## src/rtl/seg7_scan_driver.sv

```systemverilog
// seg7_scan_driver
//   Time-multiplexes six BCD digits onto a common-segment 7-segment display.
//   Digits are snapshotted once per frame (on the index 5->0 wrap) so a frame
//   never mixes old and new time values. Supports a blinking edit digit,
//   leading-zero blanking of hr_10 and a dash for non-BCD codes.
//
// Ports
//   clk, reset           system clock, synchronous active-high reset
//   hr_10 .. sec_1       BCD digits from the time source
//   blink_sel            1..6 blinks digit index 0..5; 0/7 = no blink
//   dp_mask              bit k lights the decimal point of digit k
//   blank_lz             blank hr_10 when its snapshot value is 0
//   an[7:0]              anode enables (an[5:0] digits, an[7:6] never active)
//   seg[6:0]             {g,f,e,d,c,b,a}
//   dp                   decimal point
//   Pin polarity set by ACTIVE_LOW; outputs are registered (1 cycle latency).
module seg7_scan_driver #(
    parameter int SCAN_DIV   = 100000,
    parameter int DEAD_CYC   = 2,
    parameter int BLINK_DIV  = 25000000,
    parameter int ACTIVE_LOW = 1
) (
    input  logic       clk,
    input  logic       reset,
    input  logic [3:0] hr_10,
    input  logic [3:0] hr_1,
    input  logic [3:0] min_10,
    input  logic [3:0] min_1,
    input  logic [3:0] sec_10,
    input  logic [3:0] sec_1,
    input  logic [2:0] blink_sel,
    input  logic [5:0] dp_mask,
    input  logic       blank_lz,
    output logic [7:0] an,
    output logic [6:0] seg,
    output logic       dp
);

    localparam int   SCW = (SCAN_DIV > 1) ? $clog2(SCAN_DIV) : 1;
    localparam int   BLW = (BLINK_DIV > 1) ? $clog2(BLINK_DIV) : 1;
    localparam logic INV = (ACTIVE_LOW != 0);

    logic [SCW-1:0]  scan_cnt;
    logic [2:0]      idx;
    logic [BLW-1:0]  blink_cnt;
    logic            phase;        // 1 = blinking digit currently dark
    logic [2:0]      blink_sel_q;
    logic [5:0][3:0] snap;         // [5]=hr_10 ... [0]=sec_1

    logic            scan_tc;
    logic            blink_tc;
    logic [3:0]      digit;
    logic            in_dead;
    logic            blank_blink;
    logic            blank_zero;
    logic            lit;
    logic [7:0]      an_h;
    logic [6:0]      seg_h;
    logic            dp_h;

    function automatic logic [6:0] decode(input logic [3:0] d);
        case (d)
            4'd0:    decode = 7'h3F;
            4'd1:    decode = 7'h06;
            4'd2:    decode = 7'h5B;
            4'd3:    decode = 7'h4F;
            4'd4:    decode = 7'h66;
            4'd5:    decode = 7'h6D;
            4'd6:    decode = 7'h7D;
            4'd7:    decode = 7'h07;
            4'd8:    decode = 7'h7F;
            4'd9:    decode = 7'h6F;
            default: decode = 7'h40;   // non-BCD shows a dash
        endcase
    endfunction

    always_comb begin
        scan_tc     = (scan_cnt == SCW'(SCAN_DIV - 1));
        blink_tc    = (blink_cnt == BLW'(BLINK_DIV - 1));
        digit       = snap[idx];
        // signed compare so DEAD_CYC=0 simply never matches
        in_dead     = (int'(scan_cnt) < DEAD_CYC);
        blank_blink = phase && (blink_sel != 3'd0) && (blink_sel != 3'd7) &&
                      (idx == blink_sel - 3'd1);
        blank_zero  = (idx == 3'd5) && blank_lz && (snap[5] == 4'd0);
        lit         = !in_dead && !blank_blink && !blank_zero;
        an_h        = 8'd0;
        seg_h       = 7'd0;
        dp_h        = 1'b0;
        if (lit) begin
            an_h  = 8'd1 << idx;
            seg_h = decode(digit);
            dp_h  = dp_mask[idx];
        end
    end

    always_ff @(posedge clk) begin
        if (reset) begin
            scan_cnt    <= '0;
            idx         <= 3'd0;
            blink_cnt   <= '0;
            phase       <= 1'b0;
            blink_sel_q <= 3'd0;
            snap        <= '0;
            an          <= {8{INV}};
            seg         <= {7{INV}};
            dp          <= INV;
        end else begin
            if (scan_tc) begin
                scan_cnt <= '0;
                idx      <= (idx == 3'd5) ? 3'd0 : idx + 3'd1;
                // capture on the same edge as the wrap so slot 0 of the
                // new frame already shows new data
                if (idx == 3'd5)
                    snap <= {hr_10, hr_1, min_10, min_1, sec_10, sec_1};
            end else begin
                scan_cnt <= scan_cnt + SCW'(1);
            end

            // a new blink target restarts visible, even on a terminal count
            blink_sel_q <= blink_sel;
            if (blink_sel != blink_sel_q) begin
                blink_cnt <= '0;
                phase     <= 1'b0;
            end else if (blink_tc) begin
                blink_cnt <= '0;
                phase     <= ~phase;
            end else begin
                blink_cnt <= blink_cnt + BLW'(1);
            end

            an  <= an_h ^ {8{INV}};
            seg <= seg_h ^ {7{INV}};
            dp  <= dp_h ^ INV;
        end
    end

endmodule

```

## config.mk

```make
export PLATFORM = sky130hd
export DESIGN_NAME = seg7_scan_driver
export DESIGN_NICKNAME = d
export VERILOG_FILES = /design/src/rtl/seg7_scan_driver.sv
export SDC_FILE = /design/constraint.sdc
export NUM_CORES = 1
export LEC_CHECK = 0
export BUFFER_PORTS_ARGS = -buffer_cell sky130_fd_sc_hd__buf_2
export CORE_MARGIN = 1
export CORE_UTILIZATION = 30
export DETAILED_ROUTE_END_ITERATION = 8
export GPL_TIMING_DRIVEN = 0
export SLEW_MARGIN = 20
export SYNTH_ARGS = -nofsm -noshare
export SYNTH_HDL_FRONTEND = slang
export SYNTH_SLANG_ARGS = --single-unit
```

## constraint.sdc

```tcl
create_clock -name clk -period 2.4 [get_ports clk]
set_input_delay 0 -clock clk [delete_from_list [all_inputs] [get_ports clk]]
set_output_delay 0 -clock clk [all_outputs]
set_load 0.1 [all_outputs]
```

==> key figures <==
Detailed routing
  • WL per Instance: 12.6 um
  • Final wirelength: 8970 um
  • First-pass DRT Iterations: 4
  • DR vias: 3333
  • Residual DRC: 0
  • Final ANT Viol Nets: 0
  • Drt initial violations: 191
  • Vias per cell: 4.67

Clock tree
  • Clk buf depth: 2
  • TritonCTS clock tree: built
  • Reg clk slew, reported paths: 0.06 ns
  • CTS Sinks: 89
  • H-Tree Level Count: 3
  • Skew-Pair Late Insertion Delay: 0.34 ns
  • TritonCTS buffer count: 9
  • Root Driver: clkbuf_16

Critical path
  • Crit path kind: reg2reg
  • Flop-to-flop setup slack: 0.16 ns
  • Crit start category: flip-flop
  • RR Endpoint: seg[6]$_SDFF_PP1_
  • Worst Path Required: 2.60 ns
  • Crit path max-delay cell type: o41ai_1
  • R2R cell count: 9
  • Worst Setup EP: seg[6]$_SDFF_PP1_
  • Critical path, cell by cell: clkbuf_4 > clkinvlp_4 > nor3_1 > a21oi_1 > inv_1 > ha_1 > o22a_1 > nor2_1 > o41ai_1
  • Crit-path max FO: 10
  • Reg-to-Reg Start: idx[2]$_SDFFE_PP0N_
  • CP bufs+invs: 3
  • Crit path capture type: flip-flop
  • Worst setup path startpoint: idx[2]$_SDFFE_PP0N_
  • Crit path arrival time: 2.44 ns
  • Slowest stage delay, CP: 0.40 ns
  • Levels on crit path: 9
  • Top delay family on crit path: compound AO/OA/AOI/OAI gates

Worst hold path
  • Hold Path Class: in2reg

Placement
  • Worst slack, placed: -0.233 ns
  • Buffers on Ports: 51
  • HPWL Detailed: 6570 um
  • Placer Congestion: 0.834

Floorplanning
  • Initial Utilization: 30.8%
  • CORE AREA: 0.0133 mm^2
  • DIE WIDTH: 119 um
  • Core Rows: 42
  • # IOs: 52
  • Die area: 0.0141 mm^2
  • Die Height: 119 um

STA
  • Final setup violation count: 0
  • Final Hold Viols: 0
  • Final Skew: 0.00445 ns
  • Post-route setup TNS: 0 ns
  • Slew headroom: 40.4%
  • Worst setup margin: 0.161 ns
  • Slew of the pin with the lowest slew margin: 0.886 ns
  • Tmin final: 2.24 ns
  • Pins Over Slew Limit: 0
  • Tcrit/Tclk final: 93.3%
  • FMAX: 447 MHz

Global route
  • Via count of the first global-routing pass: 3281
  • Met2 Track Usage GR: 22.8%
  • Largest net degree at the start of global routing: 17
  • Grt total ovfl: 0
  • GR peak layer: met2
  • Global-route wire length before repair: 15100 um
  • Initial antenna violation count: 0
  • GRT met1 Usage: 16.0%
  • GRT Overall Usage: 13.5%
  • Met3 Use GR: 4.98%

Finish
  • Reg area: 0.00178 mm^2
  • Fillers: 1298
  • Share of cells above drive strength 1: 17.8%
  • Multi-input logic area: 0.00215 mm^2
  • Layout net count: 581
  • P&R area growth vs syn: 27.0%
  • Diode count: 0

Pwr
  • Final total power: 3370 uW
  • Leak: 0.00187 uW
  • PwrDens: 647 mW/mm^2
  • Maximum vdd drop: 0.000364 V

Synthesis
  • Top_reg_cell synth: dfxtp_1
  • Synth Warn #: 0
  • Post-synth EDFFs: 0
  • FFs w/ async S/R, synth: 0%
  • Synthesized area: 0.00410 mm^2
  • Avg Inst Size Synth: 9.20 um^2
  • Sequential-to-total area share from yosys stat: 43.5%
  • Library cells used by synthesis: 47
  • Mapped Nets: 493
  • Post-synthesis cell count: 445
  • FF+latch count, synth: 89

Flow run
  • Max Cap Viol: 0

Outcome
  • Status: finished, final reports clean
cells in the final DEF, fill, tap and decap left out, drive strengths merged, types with 17 or more instances in the layout:
master,count
clkbuf,18
mux2i,37
dfxtp,89
xor2,24
nor2,87
nand2,24
inv,17
xnor2,22
dlygate4sd3,26
buf,64
nand3,21
metal layers:
| metal | vias up | wire (um) |
|---|---|---|
| met2 | 71 | 4300 |
| met5 | - | 0 |
| met3 | 9 | 404 |
| met4 | 0 | 97 |
| li1 | 1691 | - |
| met1 | 1562 | 4170 |
repair_timing:
action | in CTS | in global routing
pin swaps | 0 | 0
endpoints found under the setup margin | 6 | 4
hold endpoints to repair | 26 | 0
hold buffers | 26 | 0
resized for setup | 4 | 3
buffers inserted | 0 | 1
power breakdown:
part	internal (uW)	switching, uW	total [uW]
Combinational	82.1	163	245
Sequential	1500	8.43	1510
Clock	1050	565	1620
tightest hold or removal path: stages:
cell	delay, ns
buf_2	0.13
or4_1	0.14
nor2_1	0.04
cells in the mapped netlist (3+ instances only):
master | instances | area [um^2]
nor3_1 | 7 | 35.0
clkbuf_1 | 6 | 22.5
and3_1 | 5 | 31.3
nor4_1 | 7 | 43.8
or2_2 | 3 | 18.8
mux2i_1 | 37 | 370
a31oi_1 | 3 | 18.8
buf_6 | 3 | 33.8
nand2_1 | 23 | 86.3
mux4_2 | 3 | 67.6
a21oi_1 | 6 | 30.0
buf_2 | 10 | 50.1
and4_1 | 6 | 52.6
nor2_1 | 87 | 327
o21ai_0 | 8 | 40.0
xor2_1 | 24 | 210
ha_1 | 12 | 150
dfxtp_1 | 89 | 1780
nand4_1 | 10 | 62.6
nand3_1 | 21 | 105
xnor2_1 | 22 | 193
inv_1 | 15 | 56.3
and2_1 | 5 | 31.3
how the worst min path moves through the flow:
stage	slack [ns]	end	start	depth (start not counted)
after floorplan	0.13	blink_sel_q[2]$_SDFF_PP0_	blink_sel[2]	1
after global placement	0.24	snap[4]$_SDFFE_PP0P_	sec_10[0]	3
after detailed placement	0.24	snap[1]$_SDFFE_PP0P_	sec_1[1]	3
after CTS	0.01	blink_sel_q[0]$_SDFF_PP0_	blink_sel[0]	3
after global routing	0.03	blink_sel_q[0]$_SDFF_PP0_	blink_sel[0]	3
final	0.02	phase$_SDFFE_PP0P_	reset	3
flip-flops by register name, indices dropped and copies added, names as in the netlist:
signal       cells
an               8
dp               1
seg              7
idx              3
blink_cnt       25
phase            1
scan_cnt        17
snap            24
blink_sel_q      3
stage by stage:
step / instances / hold WS, ns / area (um^2) / util [%]
5_1_grt: 714 / 0.0285 / 5200 / 39.1
3_5_place_dp: 672 / 0.245 / 4570 / 34.4
2_1_floorplan: 445 / 0.128 / 4100 / -
3_3_place_gp: 672 / 0.235 / 4570 / 34.4
6_report: 714 / 0.0214 / 5200 / 39.1
4_1_cts: 713 / 0.0109 / 5180 / 39.0
logic make-up (layout without fill, tap and decap cells):
family | after synthesis | in the layout | synth area share [%]
AO/OA/AOI/OAI | 27 | 27 | 4.19
XOR/XNOR | 46 | 46 | 9.84
adder cells (fa/ha/maj) | 12 | 12 | 3.67
buffers and inverters | 36 | 129 | 4.15
flip-flops | 89 | 89 | 43.5
multiplexers | 42 | 42 | 11.2
AND/OR/NAND/NOR | 193 | 193 | 23.4
area by class of cell:
type	count	share of cell area, %
inverter	17	1.30
clock buffer	12	4.74
clock inverter	4	1.90
sequential	89	34.3
buffer	18	2.19
multi-input combinational	320	41.3
timing repair buffer	78	10.1
tap	176	4.23
Note: power is estimated with default switching activity, not from simulation.
